**src/rtl/cic_interp.sv**
```systemverilog
// CIC interpolator: N low-rate combs, zero-stuffing by R, N high-rate integrators, 16-bit output.
// Optional build macro CIC_INTERP_ROUND_EN selects round-half-up with positive saturation instead of floor.
module cic_interp #(
    parameter int Win = 16,
    parameter int Wg  = 11,
    parameter int N   = 2,
    parameter int R   = 2000
) (
    input  logic                  clk,
    input  logic                  rst,
    input  logic signed [Win-1:0] i_data,
    input  logic                  val_in,
    output logic                  rdy,
    output logic                  val_out,
    output logic signed [15:0]    o_data_trunc
);

    localparam int W  = Win + Wg;
    localparam int PW = $clog2(R);
    localparam logic [PW-1:0] PH_LAST = PW'(R - 1);

    logic signed [W-1:0] r_dly [N];
    logic signed [W-1:0] r_int [N];
    logic signed [W-1:0] r_c;
    logic                r_busy;
    logic                r_first;
    logic [PW-1:0]       r_ph;
    logic [N-1:0]        r_vs;

    logic signed [W-1:0] w_comb [N+1];
    logic signed [W-1:0] w_stuff;
    logic [N:0]          w_v;
    logic                w_accept;

    // Combs run at the full internal width so that comb growth wraps exactly like the integrators.
    always_comb begin
        w_comb[0] = {{Wg{i_data[Win-1]}}, i_data};
        for (int k = 1; k <= N; k++) begin
            w_comb[k] = w_comb[k-1] - r_dly[k-1];
        end
    end

    assign rdy      = !r_busy || (r_ph == PH_LAST);
    assign w_accept = val_in && rdy;

    always_ff @(posedge clk or posedge rst) begin
        if (rst) begin
            for (int k = 0; k < N; k++) begin
                r_dly[k] <= '0;
            end
            r_c <= '0;
        end else if (w_accept) begin
            for (int k = 0; k < N; k++) begin
                r_dly[k] <= w_comb[k];
            end
            r_c <= w_comb[N];
        end
    end

    always_ff @(posedge clk or posedge rst) begin
        if (rst) begin
            r_busy  <= 1'b0;
            r_first <= 1'b0;
            r_ph    <= '0;
        end else if (w_accept) begin
            r_busy  <= 1'b1;
            r_first <= 1'b1;
            r_ph    <= '0;
        end else if (r_busy) begin
            r_first <= 1'b0;
            if (r_ph == PH_LAST) begin
                r_busy <= 1'b0;
                r_ph   <= '0;
            end else begin
                r_ph <= r_ph + 1'b1;
            end
        end
    end

    assign w_stuff = r_first ? r_c : '0;
    assign w_v     = {r_vs, r_busy};

    // Each integrator holds whenever its input valid bit is low, so idle gaps freeze the chain.
    always_ff @(posedge clk or posedge rst) begin
        if (rst) begin
            r_vs <= '0;
            for (int k = 0; k < N; k++) begin
                r_int[k] <= '0;
            end
        end else begin
            r_vs <= w_v[N-1:0];
            if (w_v[0]) begin
                r_int[0] <= r_int[0] + w_stuff;
            end
            for (int k = 1; k < N; k++) begin
                if (w_v[k]) begin
                    r_int[k] <= r_int[k] + r_int[k-1];
                end
            end
        end
    end

    assign val_out = w_v[N];

`ifdef CIC_INTERP_ROUND_EN
    logic [16:0] w_top;
    logic        w_ovf;

    // Adding 2^(Wg-1) before slicing is the same as adding the first discarded bit to the slice.
    assign w_top = {r_int[N-1][W-1], r_int[N-1][W-1 -: 16]} + 17'(r_int[N-1][Wg-1]);
    assign w_ovf = !w_top[16] && w_top[15];
    assign o_data_trunc = w_ovf ? 16'sh7fff : w_top[15:0];
`else
    assign o_data_trunc = r_int[N-1][W-1 -: 16];
`endif

endmodule

```
**config.mk**
```make
export PLATFORM = sky130hd
export DESIGN_NAME = cic_interp
export DESIGN_NICKNAME = d
export VERILOG_FILES = /design/src/rtl/cic_interp.sv
export SDC_FILE = /design/constraint.sdc
export NUM_CORES = 1
export LEC_CHECK = 0
export CAP_MARGIN = 20
export CORE_MARGIN = 8
export CORE_UTILIZATION = 35
export DETAILED_ROUTE_END_ITERATION = 12
export GPL_ROUTABILITY_DRIVEN = 1
export REMOVE_ABC_BUFFERS = 1
export SLEW_MARGIN = 40
export SYNTH_ARGS = -nofsm -noshare
export SYNTH_HDL_FRONTEND = slang
export SYNTH_SLANG_ARGS = --single-unit
```
**constraint.sdc**
```tcl
create_clock -name clk -period 6.36 [get_ports clk]
set_input_delay 1.908 -clock clk [delete_from_list [all_inputs] [get_ports clk]]
set_output_delay 1.908 -clock clk [all_outputs]
set_load 0.01 [all_outputs]
```
[Word-level counts from Yosys, hierarchy flattened]
Cells that the tools add are included.
Word-level totals
  logic and storage cells: 28
  output and inout bits: 18
  bits in registers: 129
  input port bits: 19
Cells by class
  multiplexer cells: 9
  equality and inequality tests: 1
  add/sub/neg operators: 5
  reductions and logical operators: 4
Operators with widths (count)
  $add 27x27->27: 2
  $mux 11: 3
  $mux 27: 1
  $sub 17x17->18: 1
  $sub 16x16->17: 1
  $add 11x1->11 const B: 1
  $eq 11x11->1 const B: 1
  $mux 1: 5
  $reduce_bool 2->1: 1
  $logic_and 1x1->1: 1
  $logic_not 1->1: 1
  $logic_or 1x1->1: 1

[Logic depth before layout (Yosys ltp)]
  depth in word-level cells: 4
  mapped depth: 20
  gate-level depth less buffers: 20

[Worst setup path before layout]
No wires, ideal clock.
  path kind: in2reg
  from: input i_data[0]
  to: register r_c[15]
  data required time: 6.265 ns
  stages on the path: 19
  data arrival time: 4.994 ns
  slack: 1.270 ns
  setup time: 0.095 ns
  buffers on the path: 0
  cells stage by stage: inv_1 > ha_1 > fa_1 > nor2b_1 > o21ai_0 > a21boi_1 > o21ai_0 > a21oi_1 > a21o_1 > a21oi_1 > xnor2_1 > ha_1 > a21oi_1 > nand2_1 > o211ai_1 > a21oi_1 > o21a_1 > o21a_1 > o31ai_1
RTL lines
  from (decl): RTL line 11  | input logic signed [Win-1:0] i_data,
  to (signal assigned): RTL line 56  | r_c <= w_comb[N];
  to (decl): RTL line 24  | logic signed [W-1:0] r_c;

==> run_results.csv <==
group,metric,value,unit
floorplan,floorplan.initialDensity,0.357,
synthesis,synth_edf_count,0,
critical_path,max_stage_delay,0.45,ns
hold_path,min_delay_path_depth,2,
detailed_routing,avgViaCountPerCell,4.92,
timing,largest_clock_skew_in_the_final_design,0.0108,ns
clock_tree,h-tree-depth,4,
detailed_routing,wl_cell,12.8,µm
timing,rsz_0062_raised_after_global_routing,"false",
clock_tree,cts_inserted_buffers,17,
critical_path,worst-r2r-setup-slack,2.37,ns
global_route,met1_usage,0.143,
final_layout,syn2layout_area_growth,13.4,%
detailed_routing,route.final.wire_length,16600,µm
floorplan,io_pins,37,
global_route,grt.met3_usage,0.0242,
pwr,power_switching,423,µW
synthesis,synth-warning-count,0,
clock_tree,cts_tree,"done",
clock_tree,cts_setup_buffers,0,
synthesis,yosys.area.top_type,"sky130_fd_sc_hd__dfrtp_1",
critical_path,path_class,"input port to register",
global_route,largest_net_degree_at_the_start_of_global_routing,56,
run,maxCapViolCount,0,
hold_path,holdPathEnd,"r_c[11]",
synthesis,synth.cell_area,8710,µm²
timing,finalSetupTns,0,ns
pwr,pwr-share-comb,0.084,
timing,worst_slew_pin_slew,0.692,ns
clock_tree,cts_root_buf,"sky130_fd_sc_hd__clkbuf_16",
synthesis,synthesis.instances,940,
detailed_routing,drt_first_pass_iters,4,
final_layout,drive_gt1_frac,0.118,
critical_path,crit-reg2reg-launch,"r_dly[27]",
critical_path,critical_path.top_delay_family,"compound AO/OA/AOI/OAI gates",
pwr,cellInternalPower,1.42,mW
critical_path,worst_ep_required_time,6.68,ns
global_route,grt-ovfl-total,0,
synthesis,ys_ff_latch,120,
synthesis,postSynth.topFlopCell,"sky130_fd_sc_hd__dfrtp_1",
global_route,grt_pass1_wl,29400,µm
place,pre_cts_ws,0.332,ns
clock_tree,clock_tree.buffer_depth,2,
synthesis,synth_largest_type_area_fraction,0.345,
detailed_routing,remaining_drc_errors,0,
clock_tree,post_cts.resized_instances,0,
critical_path,path_buf_inv,2,
pwr,switching_share,0.229,
timing,fmax,178,MHz
global_route,use_met2,0.191,
final_layout,num-nets-final,1069,
detailed_routing,detailedRoute.firstIterationViolations,244,
global_route,via_count_of_the_first_global_routing_pass,6456,
floorplan,chipWidth,174,µm
hold_path,hp-class,"register to register",
critical_path,timing.critical_path.slowest_stage_cell,"sky130_fd_sc_hd__clkdlybuf4s50_1",
critical_path,critPathMaxFanout,5,
synthesis,post_synth_main_area_contributors,"sky130_fd_sc_hd__dfrtp_1 (34%), sky130_fd_sc_hd__ha_1 (12%), sky130_fd_sc_hd__mux2_2 (8.4%)",
synthesis,yosysUniqueCellTypes,62,
synthesis,post_synthesis_sequential_area_ratio,0.345,
place,detailed_place_hpwl,12400,µm
timing,worst_path_setup_slack_after_routing,0.750,ns
place,place.port_buffers,36,
clock_tree,worstSkewPairLatency,0.42,ns
place,gpl.final_weighted_congestion,0.829,
critical_path,path_depth_of_the_worst_reg2reg_path,18,
detailed_routing,antenna_violating_nets_post_route,0,
pwr,seqPwrFrac,0.415,
timing,setup-violations-final,0,
pwr,p_per_area,187,nW/µm²
critical_path,critPathCaptureType,"register",
floorplan,die-area,30200,µm²
pwr,power.static_leakage,4.82,nW
detailed_routing,routed-via-count,6370,
synthesis,synth_area_per_cell,9.27,µm²
critical_path,crit_path_cell_chain,"clkdlybuf4s50_1 > inv_1 > ha_1 > fa_1 > nor2b_1 > o21ai_0 > a21boi_1 > o21ai_0 > a21oi_1 > a21o_1 > a21oi_1 > xnor2_1 > ha_1 > a21oi_1 > nand2_1 > o211ai_1 > a21oi_1 > o21a_1 > o21a_1 > o31ai_1",
final_layout,num-fill-cells,2439,
timing,finalHoldViolCount,0,
critical_path,timing.critical_path.arrival,5.93,ns
global_route,grt.busiest_layer,"met2",
pwr,total_power,1.84,mW
critical_path,critPathLaunchType,"input port",
critical_path,worst_path_most_repeated_cell,"sky130_fd_sc_hd__a21oi_1",
final_layout,insertedDiodeCount,0,
floorplan,core,24400,µm²
clock_tree,cts_sinks,120,
global_route,total_track_usage,0.115,
critical_path,critical_path.reg2reg.endpoint,"r_c[15]",
floorplan,row_count,57,
outcome,run_status,"finished clean",
pwr,clock_power_share,0.501,
clock_tree,cts.reportedPaths.clkPinSlew,0.05,ns
timing,final_worst_path_cycle_share,0.882,
timing,finalCriticalPeriod,5.61,ns
hold_path,holdCritStartpoint,"r_c[11]",
global_route,grt_antenna_before_repair,0,
synthesis,synth_async_sr_flop_share,1.00,
floorplan,height_of_the_die,174,µm
timing,max-slew-margin-rel,0.539,
clock_tree,post_cts_hold_buffer_count,0,
pwr,ir_worst_vdd,177,µV
timing,report.final.slew_viol_count,0,
[power by group through the flow]
stage	logic (mW)	registers, mW	clock network, mW
after floorplan	0.116	0.778	0
final	0.155	0.764	0.924
after global routing	0.178	0.764	0.991
after detailed placement	0.157	0.777	0
after CTS	0.157	0.764	0.954
after global placement	0.155	0.777	0
[metal layers]
metal | up-vias | share of wire
li1 | 3385 | -
met1 | 2894 | 0.50
met2 | 71 | 0.46
met3 | 20 | 0.025
met4 | 0 | 0.019
met5 | - | 0
[worst reg2reg max path: stages, from the launching register on]
cell                       delay (ns)
sky130_fd_sc_hd__dfrtp_1         0.37
sky130_fd_sc_hd__ha_1            0.22
sky130_fd_sc_hd__fa_1            0.43
sky130_fd_sc_hd__nor2b_1         0.12
sky130_fd_sc_hd__o21ai_0         0.12
sky130_fd_sc_hd__a21boi_1        0.21
sky130_fd_sc_hd__o21ai_0         0.13
sky130_fd_sc_hd__a21oi_1         0.31
sky130_fd_sc_hd__a21o_1          0.17
sky130_fd_sc_hd__a21oi_1         0.07
sky130_fd_sc_hd__xnor2_1         0.19
sky130_fd_sc_hd__ha_1            0.29
sky130_fd_sc_hd__a21oi_1         0.30
sky130_fd_sc_hd__nand2_1         0.09
sky130_fd_sc_hd__o211ai_1        0.22
sky130_fd_sc_hd__a21oi_1         0.10
sky130_fd_sc_hd__o21a_1          0.19
sky130_fd_sc_hd__o21a_1          0.18
sky130_fd_sc_hd__o31ai_1         0.18
[state kept, by name, indices dropped and copies added, names as in the netlist]
signal	count
r_int	38
r_dly	33
r_c	18
o_data_trunc	16
r_ph	11
r_vs	2
r_busy	1
r_first	1
[final cells by class]
class	count	area, µm²	area share
clock inverters	10	103	0.0104
well taps	324	405	0.0410
repair buffers	41	398	0.0403
inverters	68	258	0.0261
flip-flops and latches	120	3000	0.304
clock buffers	21	460	0.0466
multi-input cells	712	5250	0.531
[kinds of logic after synthesis]
group	after synthesis	share of synthesized area
adders and majority gates	90	0.133
DFF	120	0.345
xor gates and xnor gates	70	0.0704
muxes	67	0.0863
buffers and inverters	108	0.0534
AOI/OAI and AO/OA	251	0.185
and+or+nand+nor	234	0.127
[synth_stat cells, types with 3 or more instances]
master and n:
sky130_fd_sc_hd__o41ai_1 4, sky130_fd_sc_hd__clkbuf_1 22, sky130_fd_sc_hd__and3_1 8, sky130_fd_sc_hd__a21boi_1 4, sky130_fd_sc_hd__dfrtp_1 120, sky130_fd_sc_hd__o311ai_0 3, sky130_fd_sc_hd__a31o_2 3, sky130_fd_sc_hd__nor2_1 58
sky130_fd_sc_hd__nand3_1 15, sky130_fd_sc_hd__o31ai_1 5, sky130_fd_sc_hd__nand4_1 7, sky130_fd_sc_hd__inv_1 66, sky130_fd_sc_hd__a31oi_1 9, sky130_fd_sc_hd__o21ai_0 64, sky130_fd_sc_hd__a211oi_1 7, sky130_fd_sc_hd__nor2b_1 11
sky130_fd_sc_hd__fa_1 4, sky130_fd_sc_hd__o21bai_1 5, sky130_fd_sc_hd__mux2_2 65, sky130_fd_sc_hd__and2_1 19, sky130_fd_sc_hd__nand2b_1 6, sky130_fd_sc_hd__or3_1 4, sky130_fd_sc_hd__a21oi_1 59, sky130_fd_sc_hd__nor3b_1 4
sky130_fd_sc_hd__o22ai_1 5, sky130_fd_sc_hd__o21a_1 10, sky130_fd_sc_hd__nor3_1 16, sky130_fd_sc_hd__buf_4 16, sky130_fd_sc_hd__o211ai_1 9, sky130_fd_sc_hd__ha_1 86, sky130_fd_sc_hd__a21boi_0 3, sky130_fd_sc_hd__xor2_1 26
sky130_fd_sc_hd__o21ai_1 5, sky130_fd_sc_hd__xnor2_1 44, sky130_fd_sc_hd__nand2_1 77, sky130_fd_sc_hd__a21o_1 34
[cell usage in the layout, fill, tap and decap left out, types with 6 or more instances in the layout]
| cell | count |
|---|---|
| sky130_fd_sc_hd__dfrtp_1 | 119 |
| sky130_fd_sc_hd__ha_1 | 86 |
| sky130_fd_sc_hd__nand2_1 | 76 |
| sky130_fd_sc_hd__inv_1 | 65 |
| sky130_fd_sc_hd__mux2_2 | 65 |
| sky130_fd_sc_hd__o21ai_0 | 64 |
| sky130_fd_sc_hd__a21oi_1 | 59 |
| sky130_fd_sc_hd__nor2_1 | 58 |
| sky130_fd_sc_hd__xnor2_1 | 44 |
| sky130_fd_sc_hd__clkdlybuf4s50_1 | 36 |
| sky130_fd_sc_hd__a21o_1 | 34 |
| sky130_fd_sc_hd__xor2_1 | 26 |
| sky130_fd_sc_hd__and2_1 | 19 |
| sky130_fd_sc_hd__clkbuf_16 | 17 |
| sky130_fd_sc_hd__nor3_1 | 16 |
| sky130_fd_sc_hd__nand3_1 | 15 |
| sky130_fd_sc_hd__nor2b_1 | 11 |
| sky130_fd_sc_hd__o21a_1 | 10 |
| sky130_fd_sc_hd__a31oi_1 | 9 |
| sky130_fd_sc_hd__o211ai_1 | 9 |
| sky130_fd_sc_hd__and3_1 | 8 |
| sky130_fd_sc_hd__nand4_1 | 7 |
| sky130_fd_sc_hd__a211oi_1 | 7 |
| sky130_fd_sc_hd__clkinv_2 | 7 |
| sky130_fd_sc_hd__nand2b_1 | 6 |
[stage by stage]
step,instances,util,area (µm²),hold slack [ns]
after floorplan,900,-,8500,0.441
after global placement,1265,0.382,9310,0.453
after detailed placement,1265,0.382,9310,0.463
after CTS,1296,0.405,9870,0.475
after global routing,1296,0.405,9880,0.485
final,1296,0.405,9880,0.468
[worst max-delay path by stage]
stage / from / to / slack, ns / cells past startpoint
final: i_data[0] / r_c[15] / 0.75 / 20
after global routing: i_data[0] / r_c[15] / 0.34 / 20
after CTS: i_data[0] / r_c[15] / 0.75 / 20
after detailed placement: i_data[0] / r_c[15] / 0.33 / 20
after global placement: i_data[0] / r_c[15] / 0.43 / 20
after floorplan: i_data[0] / r_c[15] / 1.25 / 19
Power figures use the tool's default switching activity.
